File: config.mk
export PLATFORM = sky130hd
export DESIGN_NAME = ram_stream_reader
export DESIGN_NICKNAME = d
export VERILOG_FILES = /design/src/rtl/ram_stream_reader_pkg.sv /design/src/rtl/stream_skid_buffer.sv /design/src/rtl/ram_stream_reader.sv
export SDC_FILE = /design/constraint.sdc
export NUM_CORES = 1
export LEC_CHECK = 0
export ABC_AREA = 1
export CORE_AREA = 2 2 89 91
export DETAILED_ROUTE_END_ITERATION = 12
export DIE_AREA = 0 0 91 93
export PLACE_DENSITY = 0.82
export SKIP_CTS_REPAIR_TIMING = 1
export SYNTH_ARGS = -nofsm -noshare
export SYNTH_HDL_FRONTEND = slang
export SYNTH_SLANG_ARGS = --single-unit
File: constraint.sdc
create_clock -name clk -period 2.5 [get_ports clk]
set_clock_uncertainty 0.15 [all_clocks]
set_input_delay 0.375 -clock clk [delete_from_list [all_inputs] [get_ports clk]]
set_output_delay 0.375 -clock clk [all_outputs]
set_load 0.005 [all_outputs]
File: src/rtl/ram_stream_reader_pkg.sv
// Shared state encoding for the RAM stream reader.
package ram_stream_reader_pkg;

  typedef enum logic [1:0] {
    ST_IDLE  = 2'd0,
    ST_RUN   = 2'd1,
    ST_FLUSH = 2'd2
  } state_t;

endpackage

File: src/rtl/stream_skid_buffer.sv
// Two-entry valid/ready buffer holding words returned by the RAM.
// Head entry drives the output directly, so data is stable while stalled.
module stream_skid_buffer #(
  parameter int DATA_WIDTH = 8
) (
  input  logic                  clk,
  input  logic                  reset_n,
  input  logic                  flush,
  input  logic                  in_valid,
  output logic                  in_ready,
  input  logic [DATA_WIDTH-1:0] in_data,
  output logic                  out_valid,
  input  logic                  out_ready,
  output logic [DATA_WIDTH-1:0] out_data
);

  logic [DATA_WIDTH-1:0] head_q, head_d;
  logic [DATA_WIDTH-1:0] tail_q, tail_d;
  logic [1:0]            cnt_q, cnt_d;
  logic                  push;
  logic                  pop;

  assign in_ready  = (cnt_q != 2'd2);
  assign out_valid = (cnt_q != 2'd0);
  assign out_data  = head_q;

  // Next-state of the two entries; flush discards everything held.
  always_comb begin
    push   = in_valid && in_ready;
    pop    = out_valid && out_ready;
    head_d = head_q;
    tail_d = tail_q;
    cnt_d  = cnt_q;
    if (flush) begin
      cnt_d = 2'd0;
    end else begin
      case ({push, pop})
        2'b10: begin
          if (cnt_q == 2'd0) head_d = in_data;
          else               tail_d = in_data;
          cnt_d = cnt_q + 2'd1;
        end
        2'b01: begin
          head_d = tail_q;
          cnt_d  = cnt_q - 2'd1;
        end
        // Push only happens below full, so a simultaneous pop leaves one entry.
        2'b11: head_d = in_data;
        default: ;
      endcase
    end
  end

  // Entry and occupancy registers.
  always_ff @(posedge clk or negedge reset_n) begin
    if (!reset_n) begin
      head_q <= '0;
      tail_q <= '0;
      cnt_q  <= 2'd0;
    end else begin
      head_q <= head_d;
      tail_q <= tail_d;
      cnt_q  <= cnt_d;
    end
  end

endmodule

File: src/rtl/ram_stream_reader.sv
// Reads a burst of consecutive words from a 1-cycle-latency RAM and streams
// them out over valid/ready. Reads are issued only when the output buffer is
// guaranteed to have room for the returning word.
module ram_stream_reader
  import ram_stream_reader_pkg::*;
#(
  parameter int DATA_WIDTH = 8,
  parameter int ADDR_WIDTH = 12
) (
  input  logic                  clk,
  input  logic                  reset_n,
  input  logic                  start,
  input  logic                  abort,
  input  logic [ADDR_WIDTH-1:0] base_addr,
  input  logic [ADDR_WIDTH:0]   length,
  output logic [ADDR_WIDTH-1:0] addr_r,
  input  logic [DATA_WIDTH-1:0] ram_data,
  output logic [DATA_WIDTH-1:0] out_data,
  output logic                  out_valid,
  input  logic                  out_ready,
  output logic                  busy,
  output logic                  done
);

  localparam logic [ADDR_WIDTH-1:0] ADDR_ONE = {{(ADDR_WIDTH-1){1'b0}}, 1'b1};
  localparam logic [ADDR_WIDTH:0]   LEN_ONE  = {{ADDR_WIDTH{1'b0}}, 1'b1};

  state_t                state_q, state_d;
  logic [ADDR_WIDTH-1:0] rd_addr_q, rd_addr_d;
  logic [ADDR_WIDTH-1:0] last_addr_q, last_addr_d;
  logic [ADDR_WIDTH:0]   issue_left_q, issue_left_d;
  logic [ADDR_WIDTH:0]   beat_left_q, beat_left_d;
  logic                  rd_vld_p1_q, rd_vld_p1_d;
  logic                  done_q, done_d;
  logic                  issue;
  logic                  pop;
  logic                  flush;
  logic                  buf_in_ready;
  logic [1:0]            used;

  // Words held in the buffer plus the one possibly in flight from the RAM.
  assign used   = {1'b0, out_valid} + {1'b0, ~buf_in_ready} + {1'b0, rd_vld_p1_q};
  assign pop    = out_valid && out_ready;
  assign addr_r = issue ? rd_addr_q : last_addr_q;
  assign busy   = (state_q != ST_IDLE);
  assign done   = done_q;

  // Burst control: start capture, read issue, beat counting, abort.
  always_comb begin
    state_d      = state_q;
    rd_addr_d    = rd_addr_q;
    last_addr_d  = last_addr_q;
    issue_left_d = issue_left_q;
    beat_left_d  = beat_left_q;
    done_d       = 1'b0;
    flush        = 1'b0;
    issue        = 1'b0;
    case (state_q)
      ST_IDLE: begin
        if (start && !abort) begin
          rd_addr_d    = base_addr;
          issue_left_d = length;
          beat_left_d  = length;
          if (length == '0) begin
            state_d = ST_FLUSH;
            done_d  = 1'b1;
          end else begin
            state_d = ST_RUN;
          end
        end
      end
      ST_RUN: begin
        if (abort) begin
          state_d      = ST_IDLE;
          flush        = 1'b1;
          issue_left_d = '0;
          beat_left_d  = '0;
        end else begin
          if ((issue_left_q != '0) && ((used < 2'd2) || (pop && (used == 2'd2)))) begin
            issue        = 1'b1;
            last_addr_d  = rd_addr_q;
            rd_addr_d    = rd_addr_q + ADDR_ONE;
            issue_left_d = issue_left_q - LEN_ONE;
          end
          if (pop) begin
            beat_left_d = beat_left_q - LEN_ONE;
            if (beat_left_q == LEN_ONE) begin
              state_d = ST_IDLE;
              done_d  = 1'b1;
            end
          end
        end
      end
      ST_FLUSH: state_d = ST_IDLE;
      default:  state_d = ST_IDLE;
    endcase
    rd_vld_p1_d = issue;
  end

  // Control and address registers; p1 marks a RAM word arriving next edge.
  always_ff @(posedge clk or negedge reset_n) begin
    if (!reset_n) begin
      state_q      <= ST_IDLE;
      rd_addr_q    <= '0;
      last_addr_q  <= '0;
      issue_left_q <= '0;
      beat_left_q  <= '0;
      rd_vld_p1_q  <= 1'b0;
      done_q       <= 1'b0;
    end else begin
      state_q      <= state_d;
      rd_addr_q    <= rd_addr_d;
      last_addr_q  <= last_addr_d;
      issue_left_q <= issue_left_d;
      beat_left_q  <= beat_left_d;
      rd_vld_p1_q  <= rd_vld_p1_d;
      done_q       <= done_d;
    end
  end

  // p1 -> output: RAM word captured into the buffer one cycle after issue.
  stream_skid_buffer #(
    .DATA_WIDTH(DATA_WIDTH)
  ) u_skid (
    .clk      (clk),
    .reset_n  (reset_n),
    .flush    (flush),
    .in_valid (rd_vld_p1_q),
    .in_ready (buf_in_ready),
    .in_data  (ram_data),
    .out_valid(out_valid),
    .out_ready(out_ready),
    .out_data (out_data)
  );

endmodule

==> qor.yml <==
vias_per_cell: 5.46
syn_area_um2: 4430
ctsRootBufferMaster: "clkbuf_8"
cap_violations: 0
path_clk_slew_ns: 0.07
fin_area_um2: 5390
insertion_delay_ns: 0.34
dr.pass1.iters: 5
endpoint_kind: "output port"
dp_hpwl_um: 7780
tightest_slew_ns: 0.453
cts.sink_count: 72
cts_buffers: 9
rows: 32
cp-start-kind: "flop"
yosysSeqAreaShare_pct: 40.7
die_h_um: 93
core_um2: 7530
synth_flop_cell: "dfrtp_1"
crit_arrival_ns: 2.21
syn_inst: 608
violations: "setup timing"
setup_ws_ns: -0.240
gp_congestion: 0.971
power.leakage_nw: 2.74
antenna_found_initial: 0
synth_warnings: 0
place_area_um2: 5130
path_class: "reg -> out"
grt_pass1_vias: 4005
htreeDepth: 3
drt_iter0_markers: 273
grt_pass1_wl_um: 18200
ant_nets: 0
cp.required_ns: 1.98
slew_headroom_pct: 69.7
peakVddDrop_mv: 0.635
clock_tree.buffer_depth: 2
synth-seq-cells: 72
layout-drive-gt1-share_pct: 10.6
synthDistinctLibCells: 40
portBuffers: 60
async_flop_share_pct: 100
slew_violations: 0
globalRouteOverflowTotal: 0
fin_nets: 723
hold_path.class: "in -> async"
synth.avg_cell_area_um2: 7.28
status: "complete, but fails checks"
crit_fanout: 10
drc: 0
die-width_um: 91
hold_slack_ns: 0.283
fin_crit_ns: 2.74
synth_edf_count: 0
dieArea_um2: 8460
drt_wl_total_um: 11100
synthToLayoutAreaGrowth_pct: 21.8
max_freq_mhz: 365
vias: 4278
antenna_cells: 0
finalSetupViolations: 6
avgRoutedWirePerCell_um: 14.2
powerDensity_nw_per_um2: 1200
ioPinCount: 61
grt_usage_pct: 26.5
grt_max_degree: 41
tritoncts: "yes"
fin_crit_sh_pct: 110
initial_core_util_pct: 58.8
rsz0062_at_grt: "yes"
hold_viol_final: 0
synth_nets: 651
cells by family (layout without fill, tap and decap cells):
kind of cell    Yosys count  after routing  synth area share [%]
simple gates            333            333                  33.2
fa+ha+maj                 5              5                  1.41
mux                       1              1                 0.226
compound gates           92             92                  13.2
buf+inv                 101            175                  10.4
flops                    72             72                  40.7
xor+xnor                  4              4                 0.792
synthesized netlist by cell type, types with 3 or more instances:
cell	instances	area, um^2
dfrtp_1	72	1800
a22oi_1	3	22.5
ha_1	5	62.6
nand2_1	196	736
nand2_2	5	31.3
inv_1	75	282
buf_6	4	45.0
nor2_2	3	18.8
nand2_4	4	45.0
o22ai_1	6	37.5
nand3_1	60	300
inv_2	6	22.5
a21oi_1	13	65.1
o21ai_1	11	55.1
o21ai_0	36	180
nor2_4	3	33.8
o211ai_1	6	45.0
nand4_1	5	31.3
buf_4	7	52.6
nor2_1	47	176
nor3_1	5	25.0
buf_2	4	20.0
o21a_1	8	60.1
state kept, by name, summed over array words and instances, names as in the netlist:
register         count
beat_left_q         13
issue_left_q        13
last_addr_q         12
rd_addr_q           12
u_skid.out_data      8
u_skid.tail_q        8
state_q              2
u_skid.cnt_q         2
done                 1
rd_vld_p1_q          1
layout by cell type (no fill, tap or decap), drive strengths merged, types with 2 or more instances in the layout:
cell           count
a31oi              3
nor2              53
a22oi              3
o21a               8
o22ai              6
o21ai             50
xor2               2
dlymetal6s2s      11
xnor2              2
clkdlybuf4s50     47
clkbuf            14
buf               18
dfrtp             72
ha                 5
o211ai             6
inv               83
a21oi             14
nand3             61
o21bai             2
nand2            206
nand4              6
nor3               5
metal layers:
| metal | share of wire, % | vias to the layer above | routed length [um] | global-route usage, % |
|---|---|---|---|---|
| met1 | 41 | 2003 | 4570 | 34.8 |
| met2 | 50 | 167 | 5610 | 43.8 |
| met5 | 0 | - | 0 | 0 |
| li1 | - | 2076 | - | - |
| met4 | 2.3 | 0 | 257 | 10.1 |
| met3 | 6.4 | 32 | 708 | 4.92 |
stage by stage:
stage	total power (W)	setup TNS (ns)	cells	setup slack (ns)	util, %
after floorplan	0.00452	0	608	0.670	-
after global placement	0.00541	-2.50	766	-0.215	68.2
after detailed placement	0.00558	-3.05	766	-0.281	68.2
after CTS	0.00642	-3.59	779	-0.323	70.3
after global routing	0.00702	-0.958	784	-0.298	71.6
final	0.00649	-0.514	784	-0.240	71.6
worst paths after layout:
kind / slack (ns) / cells after the start / startpoint / endpoint
setup / recovery: -0.24 / 11 / issue_left_q[0]$_DFFE_PN0P_ / addr_r[0]
hold reg to reg: 0.34 / 1 / last_addr_q[6]$_DFFE_PN0P_ / last_addr_q[6]$_DFFE_PN0P_
hold / removal: 0.28 / 2 / reset_n / beat_left_q[3]$_DFFE_PN0P_
min in group clk: 0.34 / 1 / last_addr_q[6]$_DFFE_PN0P_ / last_addr_q[6]$_DFFE_PN0P_
max in group asynchronous: 1.34 / 3 / reset_n / last_addr_q[5]$_DFFE_PN0P_
setup reg to reg: 0.31 / 11 / state_q[1]$_DFFE_PN0P_ / rd_addr_q[9]$_DFFE_PN0P_
worst max-delay path: stages, from the launching register on:
cell and delay [ns]:
dfrtp_1 0.40, inv_2 0.06, ha_1 0.20, nand2_1 0.08
nor2_2 0.04, nand2_2 0.09, nand2_4 0.07, nor2_4 0.13
buf_12 0.14, nand2_1 0.05, nand2_1 0.10, clkdlybuf4s50_1 0.51
power breakdown:
| part | total, W | switching, W | internal, W |
|---|---|---|---|
| Combinational | 0.00351 | 0.00209 | 0.00142 |
| Clock | 0.000808 | 0.000411 | 0.000397 |
| Sequential | 0.00217 | 0.000447 | 0.00172 |
| Total | 0.00649 | 0.00295 | 0.00354 |
layout make-up:
type | instances | area (um^2)
inverter | 83 | 317
clock buffer | 12 | 155
clock inverter | 1 | 5.00
fill | 589 | 2130
multi-input combinational | 435 | 2180
tap | 102 | 128
sequential | 72 | 1800
timing repair buffer | 79 | 810
Power figures use the tool's default switching activity.
